<file path="src/rtl/fp_accum_seq.sv">
// Packet accumulator that sequences each term through an external pipelined FpAdd.
// Only one add is in flight at a time; the packet total and term count are emitted with a valid/ready handshake.
module fp_accum_seq #(
    parameter int ADD_LAT = 2,
    parameter int CNT_W   = 10
) (
    input  logic             clk,
    input  logic             rst,
    input  logic [26:0]      in_data,
    input  logic             in_last,
    input  logic             in_valid,
    output logic             in_ready,
    output logic [26:0]      add_in1,
    output logic [26:0]      add_in2,
    input  logic [26:0]      add_sum,
    output logic [26:0]      out_sum,
    output logic [CNT_W-1:0] out_count,
    output logic             out_valid,
    input  logic             out_ready
);

    localparam logic [1:0] S_IDLE  = 2'd0;
    localparam logic [1:0] S_FIRST = 2'd1;
    localparam logic [1:0] S_WAIT  = 2'd2;
    localparam logic [1:0] S_DONE  = 2'd3;

    localparam int WCNT_W = (ADD_LAT > 1) ? $clog2(ADD_LAT) : 1;
    localparam logic [WCNT_W-1:0] WCNT_LAST = WCNT_W'(ADD_LAT - 1);
    localparam logic [CNT_W-1:0]  CNT_MAX   = '1;

    logic [1:0]        r_state;
    logic [26:0]       r_acc;
    logic [CNT_W-1:0]  r_cnt;
    logic [WCNT_W-1:0] r_wcnt;
    logic              r_lastq;
    logic [26:0]       r_addIn1;
    logic [26:0]       r_addIn2;
    logic [26:0]       r_outSum;
    logic [CNT_W-1:0]  r_outCount;
    logic              r_outValid;

    logic              w_inReady;
    logic              w_accept;
    logic              w_firstAccept;
    logic              w_termAccept;
    logic              w_addDone;
    logic              w_outFire;
    logic [CNT_W-1:0]  w_cntNext;

    // Reset gates in_ready so nothing is taken while the block is being cleared.
    assign w_inReady     = !rst && ((r_state == S_IDLE) || (r_state == S_FIRST));
    assign w_accept      = in_valid && w_inReady;
    assign w_firstAccept = w_accept && (r_state == S_IDLE);
    assign w_termAccept  = w_accept && (r_state == S_FIRST);
    assign w_addDone     = (r_state == S_WAIT) && (r_wcnt == WCNT_LAST);
    assign w_outFire     = r_outValid && out_ready;
    assign w_cntNext     = (r_cnt == CNT_MAX) ? r_cnt : r_cnt + 1'b1;

    always_ff @(posedge clk) begin
        if (rst) begin
            r_state <= S_IDLE;
        end else begin
            case (r_state)
                S_IDLE:  if (w_firstAccept) r_state <= in_last ? S_DONE : S_FIRST;
                S_FIRST: if (w_termAccept)  r_state <= S_WAIT;
                S_WAIT:  if (w_addDone)     r_state <= r_lastq ? S_DONE : S_FIRST;
                S_DONE:  if (w_outFire)     r_state <= S_IDLE;
                default: r_state <= S_IDLE;
            endcase
        end
    end

    // The first term seeds the accumulator directly, so a one-term packet is passed through bit-exact.
    always_ff @(posedge clk) begin
        if (rst) begin
            r_acc <= 27'h0;
        end else if (w_firstAccept) begin
            r_acc <= in_data;
        end else if (w_addDone) begin
            r_acc <= add_sum;
        end
    end

    always_ff @(posedge clk) begin
        if (rst) begin
            r_cnt <= '0;
        end else if (w_firstAccept) begin
            r_cnt <= CNT_W'(1);
        end else if (w_termAccept) begin
            r_cnt <= w_cntNext;
        end else if ((r_state == S_DONE) && w_outFire) begin
            r_cnt <= '0;
        end
    end

    always_ff @(posedge clk) begin
        if (rst) begin
            r_wcnt  <= '0;
            r_lastq <= 1'b0;
        end else if (w_termAccept) begin
            r_wcnt  <= '0;
            r_lastq <= in_last;
        end else if (r_state == S_WAIT) begin
            r_wcnt  <= r_wcnt + 1'b1;
        end
    end

    // Adder operands change only when a new add is issued and hold otherwise.
    always_ff @(posedge clk) begin
        if (rst) begin
            r_addIn1 <= 27'h0;
            r_addIn2 <= 27'h0;
        end else if (w_termAccept) begin
            r_addIn1 <= r_acc;
            r_addIn2 <= in_data;
        end
    end

    always_ff @(posedge clk) begin
        if (rst) begin
            r_outSum   <= 27'h0;
            r_outCount <= '0;
            r_outValid <= 1'b0;
        end else if ((r_state == S_DONE) && !r_outValid) begin
            r_outSum   <= r_acc;
            r_outCount <= r_cnt;
            r_outValid <= 1'b1;
        end else if (w_outFire) begin
            r_outValid <= 1'b0;
        end
    end

    assign in_ready  = w_inReady;
    assign add_in1   = r_addIn1;
    assign add_in2   = r_addIn2;
    assign out_sum   = r_outSum;
    assign out_count = r_outCount;
    assign out_valid = r_outValid;

endmodule

</file>
<file path="config.mk">
export PLATFORM = sky130hd
export DESIGN_NAME = fp_accum_seq
export DESIGN_NICKNAME = d
export VERILOG_FILES = /design/src/rtl/fp_accum_seq.sv
export SDC_FILE = /design/constraint.sdc
export NUM_CORES = 1
export LEC_CHECK = 0
export ABC_AREA = 1
export BUFFER_PORTS_ARGS = -buffer_cell sky130_fd_sc_hd__buf_2
export CAP_MARGIN = 5
export CORE_AREA = 2 2 110 112
export DETAILED_ROUTE_END_ITERATION = 8
export DIE_AREA = 0 0 112 114
export PLACE_DENSITY = 0.73
export SLEW_MARGIN = 20
export SYNTH_ARGS = -nofsm -noshare
export SYNTH_HDL_FRONTEND = slang
export SYNTH_SLANG_ARGS = --single-unit
</file>
<file path="constraint.sdc">
create_clock -name clk -period 1.32 [get_ports clk]
set_input_delay 0.198 -clock clk [delete_from_list [all_inputs] [get_ports clk]]
set_output_delay 0.198 -clock clk [all_outputs]
set_load 0.02 [all_outputs]
</file>
# After elaboration in Yosys (flattened, before gate mapping)
# Cells that the tools add are included.
[totals]
register_bits = 133
inputBits = 59
output_inout_bits = 93
[op_classes]
addsub = 2
n_eq_ne = 10
n_mux = 15
reduce_logical = 21
[op_table]
columns = ["cell", "n"]
rows = [
  ["27-bit two-way mux", 2],
  ["10-bit two-way mux", 3],
  ["2-bit two-way mux", 6],
  ["10-bit by 1-bit adder with 10-bit output, second input constant", 1],
  ["10-bit equality test, second input constant", 1],
  ["2-bit != test, second input constant", 5],
  ["1-bit logical AND", 8],
  ["2-bit one-hot mux with 4 select lines", 1],
  ["2-bit nonzero test", 3],
  ["2-bit equality test, second input constant", 2],
  ["2-bit AND reduction", 2],
  ["4-bit AND reduction", 1],
  ["2-bit OR reduction", 2],
  ["1-bit two-way mux", 3],
  ["3-bit != test, second input constant", 1],
  ["3-bit nonzero test", 1],
  ["2-bit by 1-bit equality test with 1-bit output, second input constant", 1],
  ["1-bit zero test", 2],
  ["2-bit zero test", 1],
  ["1-bit adder, second input constant", 1],
  ["1-bit logical OR", 1],
]

# Logic depth before layout (Yosys ltp)
[depth]
word_depth = 7
mapped_depth = 9
ltp_nobuf = 9

# Least setup slack after synthesis
# No wires, ideal clock.
[synth_timing]
path_type = "reg-to-reg"
from = "register r_cnt[1]"
to = "register r_cnt[1]"
setup_ps = 118
arrival_time_ps = 1225
t_required_ps = 1202
setup_slack_ps = -23
stages_incl_launch_ff = 9
n_path_buf = 0
period_less_slack_ps = 1343
cell_sequence = "dfxtp_1 ha_1 nand2_1 nor2_1 nand3_1 nand2_2 nand2_2 o21ai_0 nor2_1"
[synth_between]
elab_chain_len = 3
elab_cells_between_ends = 6
cone_classes = "add/sub (1); eq/ne (2); mux (2); reduce/logical (1)"
[synth_lines]
columns = ["element", "line_no", "text"]
rows = [
  ["from (decl)", "33", "logic [CNT_W-1:0] r_cnt;"],
  ["from (signal assigned)", "90", "r_cnt <= w_cntNext;"],
  ["10-bit by 1-bit adder with 10-bit output or 10-bit equality test (tied branches)", "57", "assign w_cntNext = (r_cnt == CNT_MAX) ? r_cnt : r_cnt + 1'b1;"],
  ["10-bit two-way mux or 2-bit != test (tied branches)", "-", ""],
  ["10-bit two-way mux or 2-bit AND reduction (tied branches)", "-", ""],
]
# Parallel ways exist; a longest one is shown, timed or not. The select of a mux whose other input is x is not followed.
# A chain may end at the register's enable or synchronous reset.

# Worst setup path after layout
[layout_timing]
from = "register r_cnt[2]"
to = "register r_cnt[5]"
# The elaborated chain is that of the path after synthesis.

==> flow_metrics.tcl <==
set metrics [dict create \
    fill_cells 1043 \
    synth-seq-area-share_pct 51.9 \
    finalWorstSetupSlack_ns -0.154 \
    gp_congestion 0.861 \
    gr-total-overflow 0 \
    cts_buffers 17 \
    post_drt_wl_per_cell_um 15.3 \
    num_rows 40 \
    grt_pass1_wl_um 23300 \
    die_h_um 114 \
    leakagePower_uw 0.00352 \
    drive_gt1_share_pct 33.3 \
    grt_pass1_vias 4811 \
    ys_top_cells_by_area "dfxtp_1, nor2_1, o21ai_0, nand2_1, a31oi_1" \
    cp-end-kind "flip-flop" \
    crit_chain "nand2_1 -> nor2_2 -> buf_6 -> nand2_2 -> o21ai_1 -> nand2_2 -> nand2_1 -> nor2_1" \
    crit_slowest_cell "dfxtp_1" \
    yosysUniqueCellTypes 24 \
    synth_edf_count 0 \
    fmax_mhz 678 \
    postRouteWirelength_um 15600 \
    design.final.nets 920 \
    maxSlewHeadroom_pct 83.1 \
    finalCritPeriodShare_pct 112 \
    tightest_slew_ns 0.251 \
    areaGrowthSynthToFinish_pct 39.9 \
    via_per_inst 5.16 \
    syn_area_um2 5130 \
    drtIter0Drc 355 \
    hp-class "input port to flip-flop" \
    cts-root-buf "clkbuf_16" \
    io_buffers 151 \
    syn_inst 675 \
    min_period_ns 1.47 \
    hp-start "in_data[12]" \
    status "finished with violations" \
    yosys_warnings 0 \
    worstSkewPairLatency_ns 0.41 \
    syn_area_per_cell_um2 7.59 \
    skew_ns 0.00563 \
    coreArea_um2 11700 \
    worstPathRequired_ns 1.62 \
    dieArea_um2 12800 \
    grtUsageTotal_pct 22.6 \
    post-route-drc-count 0 \
    reg2reg_slack_ns -0.15 \
    failed_checks "negative setup slack" \
    r2r-start "r_cnt[2]$_SDFFE_PP0P_" \
    synth.most_common_cell "nor2_1" \
    finalSetupTns_ns -0.651 \
    cts_buffer_depth 2 \
    cp.arrival_ns 1.78 \
    netlist.area_leader.share_pct 51.9 \
    die_w_um 112 \
    synth_common_cells "nor2_1, dfxtp_1, o21ai_0, nand2_1, a31oi_1" \
    antenna_found_initial 1 \
    crit_family "simple AND/OR/NAND/NOR gates" \
    max-vdd-ir-drop_uv 864 \
    path_class "flip-flop to flip-flop" \
    firstDrtPassIters 5 \
    p_per_area_nw_per_um2 1370 \
    htree_levels 4 \
    cts_num_sinks 133 \
    worstPathMaxFanout 6 \
    synth-seq-cells 133 \
    grt_start_max_net_pins 49 \
    dr_total_vias 5253 \
    crit_buf_inv 1 \
    total_power_uw 9810 \
    hpwlAfterDp_um 9590 \
    clk_pin_slew_ns 0.06 \
    drv_cap 0 \
    ys.flop_type "dfxtp_1" \
    whs_ns 0.0279 \
    ios 152 \
    setup_viol 20 \
    hold_viol 0 \
    post-synth-top-area-cell "dfxtp_1" \
    initial_core_util_pct 43.8 \
    critPathMaxStageDelay_ns 0.44 \
    slew_viol_final 0 \
    syn-num-nets 735 \
    synthArstFlopShare_pct 0 \
    ant_nets 0 \
    cts_tree "built" \
    critPathLaunch "r_cnt[2]$_SDFFE_PP0P_" \
    critPathLaunchType "flip-flop" \
    rsz0062_at_grt "yes" \
]
==> routing by layer <==
layer  vias up  part of all wire [%]  global-route usage (%)
met5         -                     0                       0
met4         0                   3.0                    9.59
met3        41                   6.9                    5.42
met2       210                    47                    36.0
met1      2407                    43                    29.6
li1       2595                     -                       -
==> layout by cell type (no fill, tap or decap), types with 2 or more instances in the layout <==
| cell type | count |
|---|---|
| nor2_1 | 167 |
| buf_2 | 151 |
| dfxtp_1 | 129 |
| clkbuf_8 | 3 |
| buf_12 | 8 |
| a21oi_1 | 12 |
| clkbuf_16 | 20 |
| o21ai_0 | 118 |
| nand3_1 | 12 |
| buf_6 | 10 |
| nand2_1 | 82 |
| o21ai_1 | 8 |
| dfxtp_2 | 3 |
| nand2_4 | 3 |
| clkbuf_1 | 5 |
| nor2_4 | 8 |
| nand3_2 | 5 |
| clkinv_2 | 4 |
| nand2_2 | 5 |
| a21oi_2 | 5 |
| inv_2 | 5 |
| buf_4 | 36 |
| a31oi_1 | 27 |
| or2_2 | 2 |
| nor2_2 | 13 |
| inv_1 | 17 |
==> area by class of cell <==
cell class	instances	area, um^2	share of cell area, %
clock inverters	5	50.0	0.698
multi-input cells	475	2290	31.9
inverters	24	100	1.40
diodes	1	2.50	0.0349
flip-flops and latches	133	2670	37.2
clock buffers	25	485	6.77
repair buffers	209	1390	19.4
well taps	147	184	2.57
==> stage by stage <==
stage          instances  instance area, um^2  setup slack [ns]  utilization, %
2_1_floorplan        675                 5130           0.00758               -
3_3_place_gp         971                 6220           -0.0184            53.1
3_5_place_dp         971                 6220           -0.0817            53.1
4_1_cts             1006                 6830           -0.0139            58.3
5_1_grt             1019                 7170            -0.252            61.2
6_report            1019                 7170            -0.154            61.2
==> worst paths after layout <==
| kind | cells after the start | end |
|---|---|---|
| worst max-delay path | 8 | r_cnt[5]$_SDFFE_PP0P_ |
| worst min-delay path | 3 | add_in2[12]$_SDFFE_PP0P_ |
| worst max register to register | 8 | r_cnt[5]$_SDFFE_PP0P_ |
| worst min register to register | 2 | r_lastq$_SDFFE_PP0P_ |
==> sequential cells by signal, indices dropped and copies added, names as in the netlist <==
register,count
r_acc,27
r_wcnt,1
r_lastq,1
add_in2,27
add_in1,27
r_cnt,10
out_count,10
out_sum,27
out_valid,1
r_state,2
==> repair_timing <==
action                     in CTS  in global routing
pin swaps                       1                 12
hold endpoints to repair        0                  0
cloned                          0                  4
setup buffers                   5                  8
setup endpoints to repair      81                103
hold buffers                    0                  0
resized for setup              13                 61
==> report_power, final <==
part	internal (uW)	switching [uW]	leakage, uW	total [uW]
Clock	2700	1610	0.000267	4320
Sequential	4240	147	0.00108	4380
Combinational	436	675	0.00217	1110
Total	7380	2440	0.00352	9810
==> worst min-delay path, delay by kind of cell <==
| kind | cells | cell delay [ns] |
|---|---|---|
| buffers and inverters | 1 | 0.09 |
| and+or+nand+nor | 2 | 0.12 |
==> cell families (layout without fill, tap and decap cells) <==
group / Yosys count / after routing / share of synthesized area [%]
and+or+nand+nor: 301 / 301 / 23.7
AOI/OAI and AO/OA: 173 / 173 / 17.6
DFF: 133 / 133 / 51.9
buffers and inverters: 67 / 263 / 6.47
adders and majority gates: 1 / 1 / 0.244
other: 0 / 1 / 0
Power figures use the tool's default switching activity.
